File: config.mk
export PLATFORM = sky130hd
export DESIGN_NAME = key_pulse_gen
export DESIGN_NICKNAME = d
export VERILOG_FILES = /design/src/rtl/key_pulse_gen.sv
export SDC_FILE = /design/constraint.sdc
export NUM_CORES = 1
export LEC_CHECK = 0
export ABC_AREA = 1
export CAP_MARGIN = 20
export CELL_PAD_IN_SITES_DETAIL_PLACEMENT = 1
export CELL_PAD_IN_SITES_GLOBAL_PLACEMENT = 2
export CORE_ASPECT_RATIO = 1.5
export CORE_MARGIN = 4
export CORE_UTILIZATION = 30
export CTS_CLUSTER_DIAMETER = 200
export DETAILED_ROUTE_END_ITERATION = 7
export PLACE_DENSITY = 0.73
export SLEW_MARGIN = 10
export SYNTH_ARGS = -nofsm -noshare
export SYNTH_HDL_FRONTEND = slang
export SYNTH_SLANG_ARGS = --single-unit
File: constraint.sdc
create_clock -name clock -period 4.7 [get_ports clock]
set_input_delay 0.94 -clock clock [delete_from_list [all_inputs] [get_ports clock]]
set_output_delay 0.94 -clock clock [all_outputs]
set_load 0.03 [all_outputs]
File: src/rtl/key_pulse_gen.sv
// key_pulse_gen
// Pushbutton conditioning for the hex counter enable. The raw active-low key
// is synchronised, debounced into a clean level, and turned into one-cycle
// enable pulses: one per accepted press, plus optional auto-repeat pulses
// while the key stays held.
//
// Ports
//   clock        system clock, rising edge
//   clear        asynchronous active-high reset
//   key_n        raw pushbutton, 0 = pressed, asynchronous to clock
//   repeat_en    1 = auto-repeat while the key is held
//   key_level    debounced key state, 1 = pressed (registered)
//   enable_pulse one-cycle pulse per press or repeat (registered)
module key_pulse_gen #(
  parameter int unsigned DEBOUNCE_CYCLES = 500000,
  parameter int unsigned REPEAT_DELAY    = 25000000,
  parameter int unsigned REPEAT_PERIOD   = 5000000
) (
  input  logic clock,
  input  logic clear,
  input  logic key_n,
  input  logic repeat_en,
  output logic key_level,
  output logic enable_pulse
);

  // Shared width for the debounce counter and the repeat timer; both count
  // up to at most (largest parameter - 1) and are cleared before wrapping.
  localparam int unsigned MAX_DR = (DEBOUNCE_CYCLES > REPEAT_DELAY) ?
                                   DEBOUNCE_CYCLES : REPEAT_DELAY;
  localparam int unsigned MAX_ALL = (MAX_DR > REPEAT_PERIOD) ?
                                    MAX_DR : REPEAT_PERIOD;
  localparam int unsigned CW = (MAX_ALL > 2) ? $clog2(MAX_ALL) : 1;

  localparam logic [CW-1:0] DB_LAST     = CW'(DEBOUNCE_CYCLES - 1);
  localparam logic [CW-1:0] DELAY_LAST  = CW'(REPEAT_DELAY - 1);
  localparam logic [CW-1:0] PERIOD_LAST = CW'(REPEAT_PERIOD - 1);
  localparam logic [CW-1:0] ONE         = CW'(1);

  typedef enum logic [1:0] {
    IDLE        = 2'd0,
    HELD_DELAY  = 2'd1,
    HELD_REPEAT = 2'd2
  } state_t;

  logic          sync_meta;
  logic          key_sync;
  logic [CW-1:0] db_count;
  state_t        state;
  logic [CW-1:0] timer;

  // Two-flop synchroniser on the inverted key so that 1 means pressed.
  always_ff @(posedge clock or posedge clear) begin
    if (clear) begin
      sync_meta <= 1'b0;
      key_sync  <= 1'b0;
    end else begin
      sync_meta <= ~key_n;
      key_sync  <= sync_meta;
    end
  end

  // Debounce: a level change is accepted only after DEBOUNCE_CYCLES
  // consecutive disagreeing samples; any agreeing sample restarts the count.
  always_ff @(posedge clock or posedge clear) begin
    if (clear) begin
      db_count  <= '0;
      key_level <= 1'b0;
    end else if (key_sync == key_level) begin
      db_count <= '0;
    end else if (db_count == DB_LAST) begin
      key_level <= ~key_level;
      db_count  <= '0;
    end else begin
      db_count <= db_count + ONE;
    end
  end

  // Press / auto-repeat FSM. Release is tested first in every held state so
  // it wins over a simultaneous timer expiry; releasing never pulses.
  always_ff @(posedge clock or posedge clear) begin
    if (clear) begin
      state        <= IDLE;
      timer        <= '0;
      enable_pulse <= 1'b0;
    end else begin
      enable_pulse <= 1'b0;
      case (state)
        IDLE: begin
          timer <= '0;
          if (key_level) begin
            enable_pulse <= 1'b1;
            state        <= HELD_DELAY;
          end
        end

        HELD_DELAY: begin
          if (!key_level) begin
            state <= IDLE;
            timer <= '0;
          end else if (!repeat_en) begin
            timer <= '0;
          end else if (timer == DELAY_LAST) begin
            enable_pulse <= 1'b1;
            state        <= HELD_REPEAT;
            timer        <= '0;
          end else begin
            timer <= timer + ONE;
          end
        end

        HELD_REPEAT: begin
          if (!key_level) begin
            state <= IDLE;
            timer <= '0;
          end else if (!repeat_en) begin
            // Re-arm the full initial delay when repeat is re-enabled.
            state <= HELD_DELAY;
            timer <= '0;
          end else if (timer == PERIOD_LAST) begin
            enable_pulse <= 1'b1;
            timer        <= '0;
          end else begin
            timer <= timer + ONE;
          end
        end

        default: begin
          state <= IDLE;
          timer <= '0;
        end
      endcase
    end
  end

endmodule

==> flow_summary.yaml, run 1 <==
critical_path:
  cp_data_required_time_ps: 3760
  r2r_slack_ps: 2640
  r2r_start: "db_count[0]"
  r2r_end: "db_count[18]"
  r2r_cells: 8
  crit_type: "reg -> out"
  crit_family: "buffers and inverters"
  path_buf_inv: 1
  critical_path.max_fanout: 8
  start_kind: "flip-flop"
  arrival_ps: 1500
  crit_path_max_incr_delay_ps: 720
  crit_path_end_kind: "primary output"
  cp_cell_sequence: "clkdlybuf4s50_1"
  slowest_stage: "clkdlybuf4s50_1"
clocking:
  ctsResizeCount: 0
  cts_sinks: 56
  numCtsBuffers: 5
  path_clk_slew_ps: 70
  insertion_delay_ps: 290
  htreeDepth: 2
  cts-root-buf: "clkbuf_16"
  postCtsHoldBufs: 0
  cts.path.max_buffers: 2
  cts_setup_buffers: 0
  cts_tree: "done"
power:
  leakagePower_nw: 1.55
  p_total_w: 0.000862
  clkPwrFrac: 0.409
  p_int_w: 0.000679
  swShare: 0.212
  ir_drop_v: 0.000117
  pwr-share-comb: 0.026
  powerDensity_nw_per_um2: 240
  seqPwrFrac: 0.565
  p_sw_w: 0.000182
synth:
  post_synth_inst_count: 447
  seq_area_frac_synth: 0.429
  syn_avg_cell_area_um2: 7.31
  ys_warn_count: 0
  syn_area_um2: 3270
  yosys_register_bits: 56
  synth_cell_types: 29
  syn_nets: 457
sta:
  drv_slew: 0
  setup_viol: 0
  fmax_mhz: 410
  period_share: 0.519
  worst_pin_slew_ps: 751
  worst_clock_skew_ps: 6.52
  hold_viol: 0
  maxSlewHeadroom: 0.499
  tns_ps: 0
  fin_ws_ps: 2260
  fin_crit_ps: 2440
  rsz0062_at_grt: "false"
routing:
  antenna_left: 0
  num_vias: 2769
  drt_iter0_drc: 62
  wl_per_cell_um: 14.0
  viasPerCell: 4.63
  drt_wl_total_um: 8370
  dr.pass1.iters: 4
  drc_errors: 0
floorplanning:
  die_area_um2: 12700
  dieHeight_um: 136
  die_w_um: 93.2
  rows: 46
  ios: 6
  coreArea_um2: 10600
  start_util: 0.309
global_routing:
  grt_max_degree: 34
  grt_antenna_before_repair: 0
  gr-usage-all-layers: 0.143
  grt_pass1_vias: 2997
  grt-ovfl-total: 0
  grt_first_pass_wirelength_um: 14100
placed_design:
  routabilityCongestion: 0.764
  port-buffer-count: 5
  dp_slack_ps: 2400
  dpl.cell_count: 593
  dp_hpwl_um: 6720
layout:
  syn_to_final_growth_pct: 10.0
  drive_above_1_share: 0.0617
  final_cells: 598
  n_antenna_cell: 0
  finalNetCount: 466
hold_path:
  hp-start: "sync_meta"
  whs_path_depth: 0
  hold_end: "key_sync"
  hold_path_class: "reg -> reg"
flow_run:
  drv_cap: 0
outcome:
  status: "finished clean"
==> power groups by stage <==
| stage | clock (W) | sequential [W] | combinational [W] |
|---|---|---|---|
| 6_report | 0.000352 | 0.000487 | 0.0000223 |
| 4_1_cts | 0.000368 | 0.000487 | 0.0000238 |
| 2_1_floorplan | 0 | 0.000496 | 0.0000145 |
| 3_5_place_dp | 0 | 0.000496 | 0.0000238 |
| 3_3_place_gp | 0 | 0.000496 | 0.0000231 |
| 5_1_grt | 0.000389 | 0.000487 | 0.0000262 |
==> final cells by class <==
cell class	count	area, um2
Fill cell	1374	6990
Clock buffer	5	125
Sequential cell	56	1400
Timing Repair Buffer	6	57.6
Multi-Input combinational cell	320	1580
Tap cell	144	180
Inverter	67	251
==> flip-flops by register name (all words and copies together), names as in the netlist <==
register and count:
key_level 1, sync_meta 1, enable_pulse 1, state 2, timer 25, db_count 25, key_sync 1
==> layer usage <==
metal | global-route usage | up-vias | part of all wire
met5 | 0 | - | 0
met4 | 0.0481 | 0 | 0.017
met3 | 0.0221 | 10 | 0.011
met2 | 0.290 | 14 | 0.59
met1 | 0.141 | 1335 | 0.38
li1 | - | 1410 | -
==> worst max path at each step <==
stage | startpoint | end | slack (ps) | cells after the start
2_1_floorplan | clear | db_count[0] | 2390 | 1
3_5_place_dp | clear | state[0] | 2400 | 3
5_1_grt | key_level | key_level | 2180 | 1
6_report | key_level | key_level | 2260 | 1
4_1_cts | key_level | key_level | 2240 | 1
3_3_place_gp | clear | db_count[23] | 2430 | 3
==> cells in the mapped netlist, drive strengths merged <==
cell	count	area, um2
buf	3	30.0
nand2	101	404
nor3b	5	42.5
xor2	15	131
o22ai	1	6.26
dfrtp	56	1400
clkbuf	1	5.00
clkinv	1	3.75
nand4	11	68.8
and3	1	6.26
o21bai	1	7.51
nand3	30	160
xnor2	4	35.0
inv	66	248
o21ai	14	70.1
a21oi	5	25.0
ha	6	75.1
nor2	103	422
nor3	22	120
a31oi	1	6.26
==> placed cells by master, fill, tap and decap left out <==
cell | Yosys | routed
nor2_1 | 95 | 95
nand2_1 | 93 | 93
inv_1 | 66 | 65
dfrtp_1 | 56 | 56
nand3_1 | 28 | 28
nor3_1 | 20 | 20
xor2_1 | 15 | 15
o21ai_0 | 12 | 12
nand4_1 | 11 | 11
nand2_2 | 7 | 7
ha_1 | 6 | 6
nor2_2 | 5 | 5
a21oi_1 | 5 | 5
clkbuf_16 | 0 | 5
clkdlybuf4s50_1 | 0 | 5
xnor2_1 | 4 | 4
nor3b_1 | 4 | 4
nor2_4 | 3 | 3
nand3_2 | 2 | 2
nor3_2 | 2 | 2
o21ai_1 | 2 | 2
and3_1 | 1 | 1
nand2_4 | 1 | 1
clkinv_1 | 1 | 1
a31oi_1 | 1 | 1
nor3b_2 | 1 | 1
inv_2 | 0 | 1
o21bai_1 | 1 | 1
o22ai_1 | 1 | 1
buf_4 | 1 | 1
==> per-stage QoR <==
stage               hold slack, ps   util  area, um2
floorplan                      331      -       3270
global placement               338  0.328       3470
CTS                            360  0.340       3600
detailed placement             337  0.328       3470
global route                   372  0.340       3600
finish                         354  0.340       3600
==> cells by family (layout without fill, tap and decap cells) <==
logic type | Yosys count | after routing | share of synthesized area
xor+xnor | 19 | 19 | 0.0509
simple gates | 273 | 273 | 0.374
compound gates | 22 | 22 | 0.0352
flops | 56 | 56 | 0.429
buf+inv | 71 | 78 | 0.0877
fa+ha+maj | 6 | 6 | 0.0230
No activity file was read; power rests on OpenSTA's default activity.
==> run 2, diff against run 1 <==
==> constraint.sdc (replaced) <==
create_clock -name clock -period 2.42 [get_ports clock]
set_input_delay 0.484 -clock clock [delete_from_list [all_inputs] [get_ports clock]]
set_output_delay 0.484 -clock clock [all_outputs]
set_load 0.03 [all_outputs]
==> flow_summary.yaml, run 2 (synthesized netlist as in run 1, its figures left out) <==
routing:
  dr.pass1.iters: 4
  viasPerCell: 4.64
  antenna_left: 0
  drc_errors: 0
  wl_per_cell_um: 14.6
  drt_iter0_drc: 86
  num_vias: 2796
  drt_wl_total_um: 8770
power:
  seqPwrFrac: 0.543
  ir_drop_v: 0.000258
  swShare: 0.229
  p_int_w: 0.00134
  p_sw_w: 0.000400
  leakagePower_nw: 1.57
  pwr-share-comb: 0.028
  clkPwrFrac: 0.430
  powerDensity_nw_per_um2: 479
floorplanning:
  coreArea_um2: 10600
  start_util: 0.309
  die_area_um2: 12700
  dieHeight_um: 136
  rows: 46
  die_w_um: 93.2
  ios: 6
sta:
  worst_clock_skew_ps: 8.20
  drv_slew: 0
  fin_crit_ps: 2010
  hold_ws_ps: 359
  worst_pin_slew_ps: 488
  period_share: 0.831
  tns_ps: 0
  hold_viol: 0
  rsz0062_at_grt: "false"
  maxSlewHeadroom: 0.672
  setup_viol: 0
  fmax_mhz: 497
critical_path:
  critical_path.max_fanout: 8
  arrival_ps: 1530
  crit_path_end_kind: "primary output"
  path_buf_inv: 1
  crit_path_max_incr_delay_ps: 730
  start_kind: "flip-flop"
  critical_path_cell_count: 1
  crit_family: "buffers and inverters"
  critPathCapture: "key_level"
  cp_data_required_time_ps: 1940
  r2r_start: "timer[0]"
  cp_cell_sequence: "clkdlybuf4s50_1"
  r2r_end: "timer[24]"
  slowest_stage: "clkdlybuf4s50_1"
  r2r_slack_ps: 580
  crit_start: "key_level"
  crit_type: "reg -> out"
  r2r_cells: 10
clocking:
  htreeDepth: 2
  cts_sinks: 56
  cts.path.max_buffers: 2
  cts_tree: "done"
  cts-root-buf: "clkbuf_16"
  insertion_delay_ps: 300
  ctsResizeCount: 0
  numCtsBuffers: 5
  postCtsHoldBufs: 0
  path_clk_slew_ps: 80
  cts_setup_buffers: 0
hold_path:
  hold_path_class: "reg -> reg"
global_routing:
  grt-ovfl-total: 0
  grt_max_degree: 57
  grt_pass1_vias: 3096
  grt_antenna_before_repair: 0
  grt_first_pass_wirelength_um: 15000
  gr-usage-all-layers: 0.152
layout:
  largestRegisters: "db_count x25, timer x25, state x2"
  finalNetCount: 467
  layout_common_cells: "95 x nor2_1, 93 x nand2_1, 65 x inv_1"
  drive_above_1_share: 0.0699
  syn_to_final_growth_pct: 11.3
  n_antenna_cell: 0
  layout_commonest_cell: "nor2_1"
outcome:
  status: "finished clean"
placed_design:
  port-buffer-count: 5
  dp_hpwl_um: 6900
  routabilityCongestion: 0.817
flow_run:
  drv_cap: 0
run 2: cell count changes in the layout (fill, tap and decap cells not counted):
cell        previous run  this run
buf_12                 0         1
clkinv_2               0         1
clkinvlp_4             0         1
inv_6                  0         1
run 2: worst min-delay path by stage:
| stage | startpoint | to | slack (ps) | cells past startpoint |
|---|---|---|---|---|
| 2_1_floorplan | sync_meta | key_sync | 330 | 0 |
| 3_3_place_gp | sync_meta | key_sync | 340 | 0 |
| 4_1_cts | sync_meta | key_sync | 360 | 0 |
| 6_report | sync_meta | key_sync | 360 | 0 |
| 3_5_place_dp | sync_meta | key_sync | 350 | 0 |
| 5_1_grt | sync_meta | key_sync | 370 | 0 |
run 2: area by class of cell:
type | count | area, um2
fillers | 1366 | 6950
multi-input cells | 320 | 1580
well taps | 144 | 180
clock inverters | 3 | 21.3
inverters | 67 | 251
repair buffers | 7 | 77.6
flip-flops and latches | 56 | 1400
clock buffers | 5 | 125
run 2: through the flow:
| stage | instances | worst slack, ps | util | cell area [um2] | power (W) |
|---|---|---|---|---|---|
| floorplan | 447 | 565 | - | 3270 | 0.000991 |
| global placement | 594 | 556 | 0.330 | 3490 | 0.00101 |
| detailed placement | 594 | 546 | 0.330 | 3490 | 0.00101 |
| CTS | 602 | 386 | 0.343 | 3640 | 0.00178 |
| global route | 602 | 349 | 0.343 | 3640 | 0.00182 |
| finish | 602 | 408 | 0.343 | 3640 | 0.00174 |
run 2: metal layers:
metal | up-vias | part of all wire | routed length [um] | GRT usage
met1 | 1358 | 0.35 | 3090 | 0.147
met3 | 12 | 0.012 | 104 | 0.0210
li1 | 1413 | - | - | -
met5 | - | 0 | 0 | 0
met2 | 13 | 0.61 | 5360 | 0.316
met4 | 0 | 0.024 | 210 | 0.0505
run 2: power by group through the flow:
stage | sequential [W] | clock (W) | combinational (W)
CTS | 0.000945 | 0.000789 | 0.0000511
finish | 0.000945 | 0.000748 | 0.0000479
global placement | 0.000963 | 0 | 0.0000501
detailed placement | 0.000964 | 0 | 0.0000508
floorplan | 0.000963 | 0 | 0.0000282
global route | 0.000946 | 0.000816 | 0.0000565
